--- src/rtl/issue_scoreboard_pkg.sv ---
// issue_scoreboard_pkg: shared sizes and FSM encoding
// for the decode-to-execute issue scoreboard.
package issue_scoreboard_pkg;

  localparam int NUM_REGS      = 16;
  localparam int REG_ID_WIDTH  = 4;
  localparam int NUM_VREGS     = 64;
  localparam int VREG_ID_WIDTH = 6;
  localparam int CC_CNT_WIDTH  = 2;
  localparam int FLUSH_CYCLES  = 1;
  localparam int FLUSH_CNT_WIDTH =
    (FLUSH_CYCLES < 2) ? 1 : $clog2(FLUSH_CYCLES + 1);

  typedef enum logic [1:0] {
    SB_IDLE   = 2'd0,
    SB_FLUSH  = 2'd1,
    SB_HALTED = 2'd2
  } sb_state_e;

endpackage

--- src/rtl/sb_busy_vector.sv ---
// sb_busy_vector: per-register in-flight bits; set beats clear
// on the same index; read ports for sources, dest and retire.
module sb_busy_vector #(
  parameter int DEPTH = 16,
  parameter int IW    = $clog2(DEPTH)
) (
  input  logic          clk,
  input  logic          rst,
  input  logic          set_en,
  input  logic [IW-1:0] set_idx,
  input  logic          clr_en,
  input  logic [IW-1:0] clr_idx,
  input  logic [IW-1:0] rd0_idx,
  input  logic [IW-1:0] rd1_idx,
  output logic          rd0_busy,
  output logic          rd1_busy,
  output logic          set_busy,
  output logic          clr_busy
);

  logic [DEPTH-1:0] busy_q;
  logic [DEPTH-1:0] busy_d;

  always_comb begin
    busy_d = busy_q;
    if (clr_en) busy_d[clr_idx] = 1'b0;
    if (set_en) busy_d[set_idx] = 1'b1;
  end

  always_ff @(negedge clk or posedge rst) begin
    if (rst) busy_q <= '0;
    else     busy_q <= busy_d;
  end

  assign rd0_busy = busy_q[rd0_idx];
  assign rd1_busy = busy_q[rd1_idx];
  assign set_busy = busy_q[set_idx];
  assign clr_busy = busy_q[clr_idx];

endmodule

--- src/rtl/issue_scoreboard.sv ---
// issue_scoreboard: holds dependent instructions in decode,
// squashes wrong-path slots and parks the front end on HALT.
module issue_scoreboard
  import issue_scoreboard_pkg::*;
(
  input  logic                     I_CLOCK,
  input  logic                     I_RESET,
  input  logic                     I_LOCK,
  input  logic                     I_GPUStallSignal,
  input  logic                     I_Issue_Valid,
  input  logic [REG_ID_WIDTH-1:0]  I_Src1RegIdx,
  input  logic [REG_ID_WIDTH-1:0]  I_Src2RegIdx,
  input  logic                     I_Src1Used,
  input  logic                     I_Src2Used,
  input  logic [VREG_ID_WIDTH-1:0] I_VSrc1RegIdx,
  input  logic [VREG_ID_WIDTH-1:0] I_VSrc2RegIdx,
  input  logic                     I_VSrc1Used,
  input  logic                     I_VSrc2Used,
  input  logic [REG_ID_WIDTH-1:0]  I_DestRegIdx,
  input  logic                     I_RegWEn,
  input  logic [VREG_ID_WIDTH-1:0] I_DestVRegIdx,
  input  logic                     I_VRegWEn,
  input  logic                     I_CCWEn,
  input  logic                     I_CCRead,
  input  logic                     I_IsHalt,
  input  logic                     I_BranchTaken,
  input  logic                     I_WB_Valid,
  input  logic [REG_ID_WIDTH-1:0]  I_WB_DestRegIdx,
  input  logic                     I_WB_RegWEn,
  input  logic [VREG_ID_WIDTH-1:0] I_WB_DestVRegIdx,
  input  logic                     I_WB_VRegWEn,
  input  logic                     I_WB_CCWEn,
  output logic                     O_Issue,
  output logic                     O_Stall,
  output logic                     O_Flush,
  output logic                     O_Halted,
  output logic [CC_CNT_WIDTH-1:0]  O_CCPending,
  output logic                     O_Error
);

  localparam logic [CC_CNT_WIDTH-1:0] CC_MAX = '1;
  localparam logic [FLUSH_CNT_WIDTH-1:0] F_LOAD =
    FLUSH_CNT_WIDTH'(FLUSH_CYCLES);
  localparam logic [FLUSH_CNT_WIDTH-1:0] F_ONE =
    FLUSH_CNT_WIDTH'(1);

  sb_state_e                  state_q, state_d;
  logic [FLUSH_CNT_WIDTH-1:0] fcnt_q, fcnt_d;
  logic [CC_CNT_WIDTH-1:0]    cc_q, cc_d;
  logic                       err_q, err_d;

  logic s1_busy, s2_busy, d_busy, wb_busy;
  logic v1_busy, v2_busy, vd_busy, vwb_busy;
  logic s_set, s_clr, v_set, v_clr;
  logic hazard, gate, cc_inc, cc_dec;

  assign s_set = O_Issue & I_RegWEn;
  assign s_clr = I_WB_Valid & I_WB_RegWEn;
  assign v_set = O_Issue & I_VRegWEn;
  assign v_clr = I_WB_Valid & I_WB_VRegWEn;

  sb_busy_vector #(.DEPTH(NUM_REGS)) u_sreg (
    .clk      (I_CLOCK),
    .rst      (I_RESET),
    .set_en   (s_set),
    .set_idx  (I_DestRegIdx),
    .clr_en   (s_clr),
    .clr_idx  (I_WB_DestRegIdx),
    .rd0_idx  (I_Src1RegIdx),
    .rd1_idx  (I_Src2RegIdx),
    .rd0_busy (s1_busy),
    .rd1_busy (s2_busy),
    .set_busy (d_busy),
    .clr_busy (wb_busy)
  );

  sb_busy_vector #(.DEPTH(NUM_VREGS)) u_vreg (
    .clk      (I_CLOCK),
    .rst      (I_RESET),
    .set_en   (v_set),
    .set_idx  (I_DestVRegIdx),
    .clr_en   (v_clr),
    .clr_idx  (I_WB_DestVRegIdx),
    .rd0_idx  (I_VSrc1RegIdx),
    .rd1_idx  (I_VSrc2RegIdx),
    .rd0_busy (v1_busy),
    .rd1_busy (v2_busy),
    .set_busy (vd_busy),
    .clr_busy (vwb_busy)
  );

  // Registered state only: a retire this cycle is not bypassed.
  assign hazard = (I_Src1Used  & s1_busy)
                | (I_Src2Used  & s2_busy)
                | (I_VSrc1Used & v1_busy)
                | (I_VSrc2Used & v2_busy)
                | (I_RegWEn    & d_busy)
                | (I_VRegWEn   & vd_busy)
                | (I_CCRead    & (cc_q != '0))
                | (I_CCWEn     & (cc_q == CC_MAX));

  assign gate = I_LOCK & ~I_GPUStallSignal & ~I_BranchTaken;

  assign O_Issue = I_Issue_Valid & gate
                 & (state_q == SB_IDLE) & ~hazard;
  assign O_Flush = I_BranchTaken | (state_q == SB_FLUSH);
  assign O_Stall = I_Issue_Valid & I_LOCK
                 & ~O_Issue & ~O_Flush;

  assign cc_inc = O_Issue & I_CCWEn;
  assign cc_dec = I_WB_Valid & I_WB_CCWEn;

  always_comb begin
    cc_d = cc_q;
    if (cc_inc & ~cc_dec)
      cc_d = cc_q + 1'b1;
    else if (~cc_inc & cc_dec & (cc_q != '0))
      cc_d = cc_q - 1'b1;
  end

  always_comb begin
    err_d = err_q
          | (s_clr & ~wb_busy)
          | (v_clr & ~vwb_busy)
          | (cc_dec & (cc_q == '0));
  end

  always_comb begin
    state_d = state_q;
    fcnt_d  = fcnt_q;
    unique case (state_q)
      SB_IDLE: begin
        if (I_BranchTaken) begin
          state_d = SB_FLUSH;
          fcnt_d  = F_LOAD;
        end else if (O_Issue & I_IsHalt) begin
          state_d = SB_HALTED;
        end
      end
      SB_FLUSH: begin
        if (I_BranchTaken) begin
          fcnt_d = F_LOAD;
        end else if (!I_GPUStallSignal) begin
          fcnt_d = fcnt_q - 1'b1;
          if (fcnt_q == F_ONE) state_d = SB_IDLE;
        end
      end
      SB_HALTED: begin
        state_d = SB_HALTED;
      end
      default: begin
        state_d = SB_IDLE;
        fcnt_d  = '0;
      end
    endcase
  end

  always_ff @(negedge I_CLOCK or posedge I_RESET) begin
    if (I_RESET) begin
      state_q <= SB_IDLE;
      fcnt_q  <= '0;
      cc_q    <= '0;
      err_q   <= 1'b0;
    end else begin
      state_q <= state_d;
      fcnt_q  <= fcnt_d;
      cc_q    <= cc_d;
      err_q   <= err_d;
    end
  end

  assign O_Halted    = (state_q == SB_HALTED);
  assign O_CCPending = cc_q;
  assign O_Error     = err_q;

endmodule
--- config.mk ---
export PLATFORM = sky130hd
export DESIGN_NAME = issue_scoreboard
export DESIGN_NICKNAME = d
export VERILOG_FILES = /design/src/rtl/issue_scoreboard_pkg.sv /design/src/rtl/sb_busy_vector.sv /design/src/rtl/issue_scoreboard.sv
export SDC_FILE = /design/constraint.sdc
export NUM_CORES = 1
export LEC_CHECK = 0
export ABC_AREA = 1
export CORE_MARGIN = 2
export CORE_UTILIZATION = 45
export DETAILED_ROUTE_END_ITERATION = 8
export HOLD_SLACK_MARGIN = 0.15
export PLACE_DENSITY = 0.73
export SYNTH_ARGS = -nofsm -noshare
export SYNTH_HDL_FRONTEND = slang
export SYNTH_HIERARCHICAL = 1
export SYNTH_SLANG_ARGS = --single-unit
--- constraint.sdc ---
create_clock -name I_CLOCK -period 3.7 [get_ports I_CLOCK]
set_input_delay 0.925 -clock I_CLOCK [delete_from_list [all_inputs] [get_ports I_CLOCK]]
set_output_delay 0.925 -clock I_CLOCK [all_outputs]
set_load 0.02 [all_outputs]
# After elaboration in Yosys (flattened, before gate mapping)

Index checks and enable logic that the tools add are counted.

Register bits: 86
Input bits: 59
Output and inout port bits: 7
Logic and storage cells: 136

Add/sub/neg operators: 3
$lt $le $gt $ge: 12
Equal/unequal tests: 9
Muxes and demuxes: 40
Bitwise operators: 56
Reduce and logical (&&, ||, !) cells: 10

Operator list:

| cell                                                                                 | number |
|---|---|
| 64-bit 2-to-1 mux                                                                    | 2 |
| 64-bit bitwise AND                                                                   | 1 |
| 64-bit inverter                                                                      | 1 |
| 64-bit bitwise OR                                                                    | 1 |
| 16-bit 2-to-1 mux                                                                    | 2 |
| 1-bit bitwise AND                                                                    | 29 |
| 6-bit by 7-bit < comparator with 1-bit output (second input constant)                | 4 |
| 1-bit binary-select mux with 6-bit select                                            | 4 |
| 4-bit by 5-bit < comparator with 1-bit output (second input constant)                | 4 |
| 16-bit bitwise AND                                                                   | 1 |
| 1-bit binary-select mux with 4-bit select                                            | 4 |
| 16-bit inverter                                                                      | 1 |
| 16-bit bitwise OR                                                                    | 1 |
| 1-bit 2-to-1 mux                                                                     | 15 |
| 2-bit 2-to-1 mux                                                                     | 7 |
| 1-bit demux with 6-bit select                                                        | 2 |
| 6-bit by 1-bit greater-or-equal comparator with 1-bit output (second input constant) | 2 |
| 1-bit bitwise OR                                                                     | 11 |
| 1-bit inverter                                                                       | 10 |
| 1-bit demux with 4-bit select                                                        | 2 |
| 4-bit by 1-bit greater-or-equal comparator with 1-bit output (second input constant) | 2 |
| 2-bit != test (second input constant)                                                | 4 |
| 2-bit one-hot mux with 3 select lines                                                | 1 |
| 2-bit == test (second input constant)                                                | 2 |
| 12 further kinds                                                                     | 17 |

# Depth between registers and ports, before layout

Word-level depth: 18
Gate-level depth with buffers: 23
Depth with buffers taken out: 20

# By module

Netlist, hierarchy kept.

By module, submodules not included:

| module                  | instances | cells each | area each (um^2) | sequential area each (um^2) |
|---|---|---|---|---|
| sb_busy_vector (u_vreg) | 1         | 959        | 5,644.2          | 1,601.5 |
| sb_busy_vector (u_sreg) | 1         | 272        | 1,486.4          | 400.4 |
| issue_scoreboard        | 1         | 93         | 550.5            | 150.1 |

==> flow_metrics.py <==
metrics = {
    "status": {
        "outcome": "finished with violations",
        "violations": "setup timing",
    },
    "power": {
        "p_leak_uw": 0.00575,
        "p_int_uw": 1970,
        "switching_power_uw": 1060,
        "vdd.ir_drop.worst_v": 0.000208,
        "p_sw_frac": 0.351,
        "combPwrFrac": 0.364,
        "clkPwrFrac": 0.295,
        "pwr-share-seq": 0.340,
        "power_density_nw_per_um2": 255,
    },
    "worst_setup_path": {
        "cp-end-kind": "output pin",
        "worstPathArrival_ps": 4330,
        "worstPathRequired_ps": 2770,
        "cp_max_fo": 4,
        "cp-start-kind": "register",
        "rr_worst_depth": 23,
        "path_class": "register to output pin",
    },
    "final_layout": {
        "final_cell_mix": "nand2_1, buf_4, nand3_1",
        "diodes": 0,
        "nNetsFinal": 1640,
        "drive_gt1_frac": 0.323,
        "area_growth_pct": 55.2,
        "final_cells": 1806,
        "fin_util": 0.716,
        "final_common_cell": "nand2_1",
    },
    "route": {
        "final_antenna_net_count": 0,
        "drt_iter0_drc": 1396,
        "vias": 10525,
        "wl_per_cell_um": 18.9,
        "firstDrtPassIters": 7,
        "viasPerCell": 5.83,
        "totalWireLength_mm": 34.1,
        "route.detailed.drc": 0,
    },
    "sta": {
        "tightest_slew_ps": 583,
        "setup_tns_ps": -111820,
        "skew_ps": 5.11,
        "hold_viol": 0,
        "maxSlewHeadroom": 0.610,
        "final-setup-viol-count": 90,
        "maxSlewViolCount": 0,
        "finalWorstSetupSlack_ps": -1560,
        "rsz0062_at_grt": "yes",
    },
    "clock_network": {
        "clockRootBuffer": "clkbuf_16",
        "cts_buffer_depth": 2,
        "cts_sinks": 86,
        "numCtsBuffers": 9,
        "hold_buffers": 0,
        "clk_pin_slew_worst_paths_ps": 50,
        "htree_levels": 3,
        "cts_tree": "built",
        "worstSkewPairLatency_ps": 360,
    },
    "floorplan": {
        "die_y_um": 135,
        "initial_utilization": 0.462,
        "ioPinCount": 66,
        "die-area_sq_um": 18100,
        "die_width_um": 135,
        "coreArea_sq_um": 16600,
        "num_rows": 47,
    },
    "synthesis": {
        "syn_nets": 1383,
        "synth_top_area_frac": 0.283,
        "synth_area_sq_um": 7680,
        "ys_warn_count": 6,
        "syn_inst": 1324,
        "synth-seq-cells": 86,
        "avgSynthCellArea_sq_um": 5.80,
        "synth.area.top_cells": "nand2_1, dfrtn_1, nand3_1",
        "ys_types": 30,
        "synth_top_area_cell": "nand2_1",
        "ys_seq_area_frac": 0.280,
    },
    "hold_path": {
        "whs_path_depth": 2,
        "worstHoldPathType": "register to register",
    },
    "run": {
        "maxCapViolations": 0,
    },
    "placed_design": {
        "numPortBuffers": 65,
        "place_congestion": 0.969,
        "hpwl_mm": 22.4,
        "dp.cells": 1739,
    },
    "global_route": {
        "grt_start_max_net_pins": 39,
        "grt_usage": 0.324,
        "grt_pass1_vias": 8992,
        "antenna_found_initial": 0,
        "overflow": 0,
        "grt_pass1_wl_mm": 46.3,
    },
}
==> path summary, 6_finish.rpt <==
kind	end	startpoint	slack, ps
hold reg to reg	fcnt_q$_DFFE_NP0P_	fcnt_q$_DFFE_NP0P_	450
min in group asynchronous	O_CCPending[1]$_DFFE_NP0P_	I_RESET	2640
max in group asynchronous	u_vreg/busy_q[27]$_DFF_NP0_	I_RESET	580
setup reg to reg	u_vreg/busy_q[45]$_DFF_NP0_	u_vreg/busy_q[3]$_DFF_NP0_	910
hold / removal	fcnt_q$_DFFE_NP0P_	fcnt_q$_DFFE_NP0P_	450
setup / recovery	O_Issue	u_vreg/busy_q[3]$_DFF_NP0_	-1560
==> final cells by class <==
class                      count  area, sq um
fill                        1246         4720
clock buffer                  10          239
sequential                    86         2150
timing repair buffer         304         3100
multi-input combinational   1035         5520
inverter                     145          584
clock inverter                 6         45.0
tap                          220          275
==> Yosys cell counts, drive strengths merged <==
library cell and count:
a32o 1, nor2 32, dfrtn 86, nand2 588, buf 46, inv 145
a21oi 1, o32ai 1, clkbuf 12, o221ai 1, o31ai 1, nand4 2
nand3 153, o21ai 220, nor3 33, o22ai 1, a31oi 1
==> state kept, by name, summed over array words and instances (netlist names) <==
name	flops
u_vreg/busy_q	64
u_sreg/busy_q	16
O_CCPending	2
state_q	2
O_Error	1
fcnt_q	1
==> what timing repair did <==
item / CTS / global route
endpoints found under the hold margin: 0 / 0
setup buffers: 7 / 31
pin swaps: 39 / 84
gates cloned: 0 / 13
resized for setup: 142 / 280
setup endpoints to repair: 92 / 92
==> cell families (layout without fill, tap and decap cells) <==
logic type	Yosys count	after routing	share of synthesized area
simple gates	808	808	0.451
buf+inv	203	465	0.118
flops	86	86	0.280
compound gates	227	227	0.151
==> through the flow <==
| step | area, sq um | setup WS [ps] | hold WS, ps | power (uW) |
|---|---|---|---|---|
| 6_report | 11900 | -1560 | 454 | 3040 |
| 3_3_place_gp | 9890 | -1740 | 434 | 1870 |
| 2_1_floorplan | 7730 | -1010 | 414 | 1470 |
| 3_5_place_dp | 9890 | -1780 | 448 | 1880 |
| 4_1_cts | 10500 | -1430 | 453 | 2790 |
| 5_1_grt | 11900 | -1660 | 468 | 3140 |
==> critical path, stage by stage, from the launching register on <==
cell and delay [ps]:
dfrtn_1 410, nand2_1 120, o21ai_1 90, nand2_1 70, nand2_1 70, nand2_1 70
nand2_1 70, nand2_2 130, nand2_2 70, nor2_2 70, nand2_1 90, nand2_1 100
nand2_1 50, nor2_1 120, nand2_1 110, nor2_4 160, buf_6 120, buf_6 90
buf_6 100
==> power by group through the flow <==
stage | clock [uW] | combinational, uW | sequential [uW]
finish | 897 | 1110 | 1030
global route | 928 | 1180 | 1040
CTS | 890 | 867 | 1030
detailed placement | 0 | 838 | 1040
global placement | 0 | 824 | 1040
floorplan | 0 | 419 | 1050
==> layer usage <==
| layer | part of all wire | vias up | GRT usage |
|---|---|---|---|
| met5 | 0 | - | 0 |
| met4 | 0.066 | 0 | 0.142 |
| met3 | 0.11 | 227 | 0.0593 |
| met2 | 0.45 | 721 | 0.512 |
| met1 | 0.37 | 4808 | 0.434 |
| li1 | - | 4769 | - |
Power figures use the tool's default switching activity.
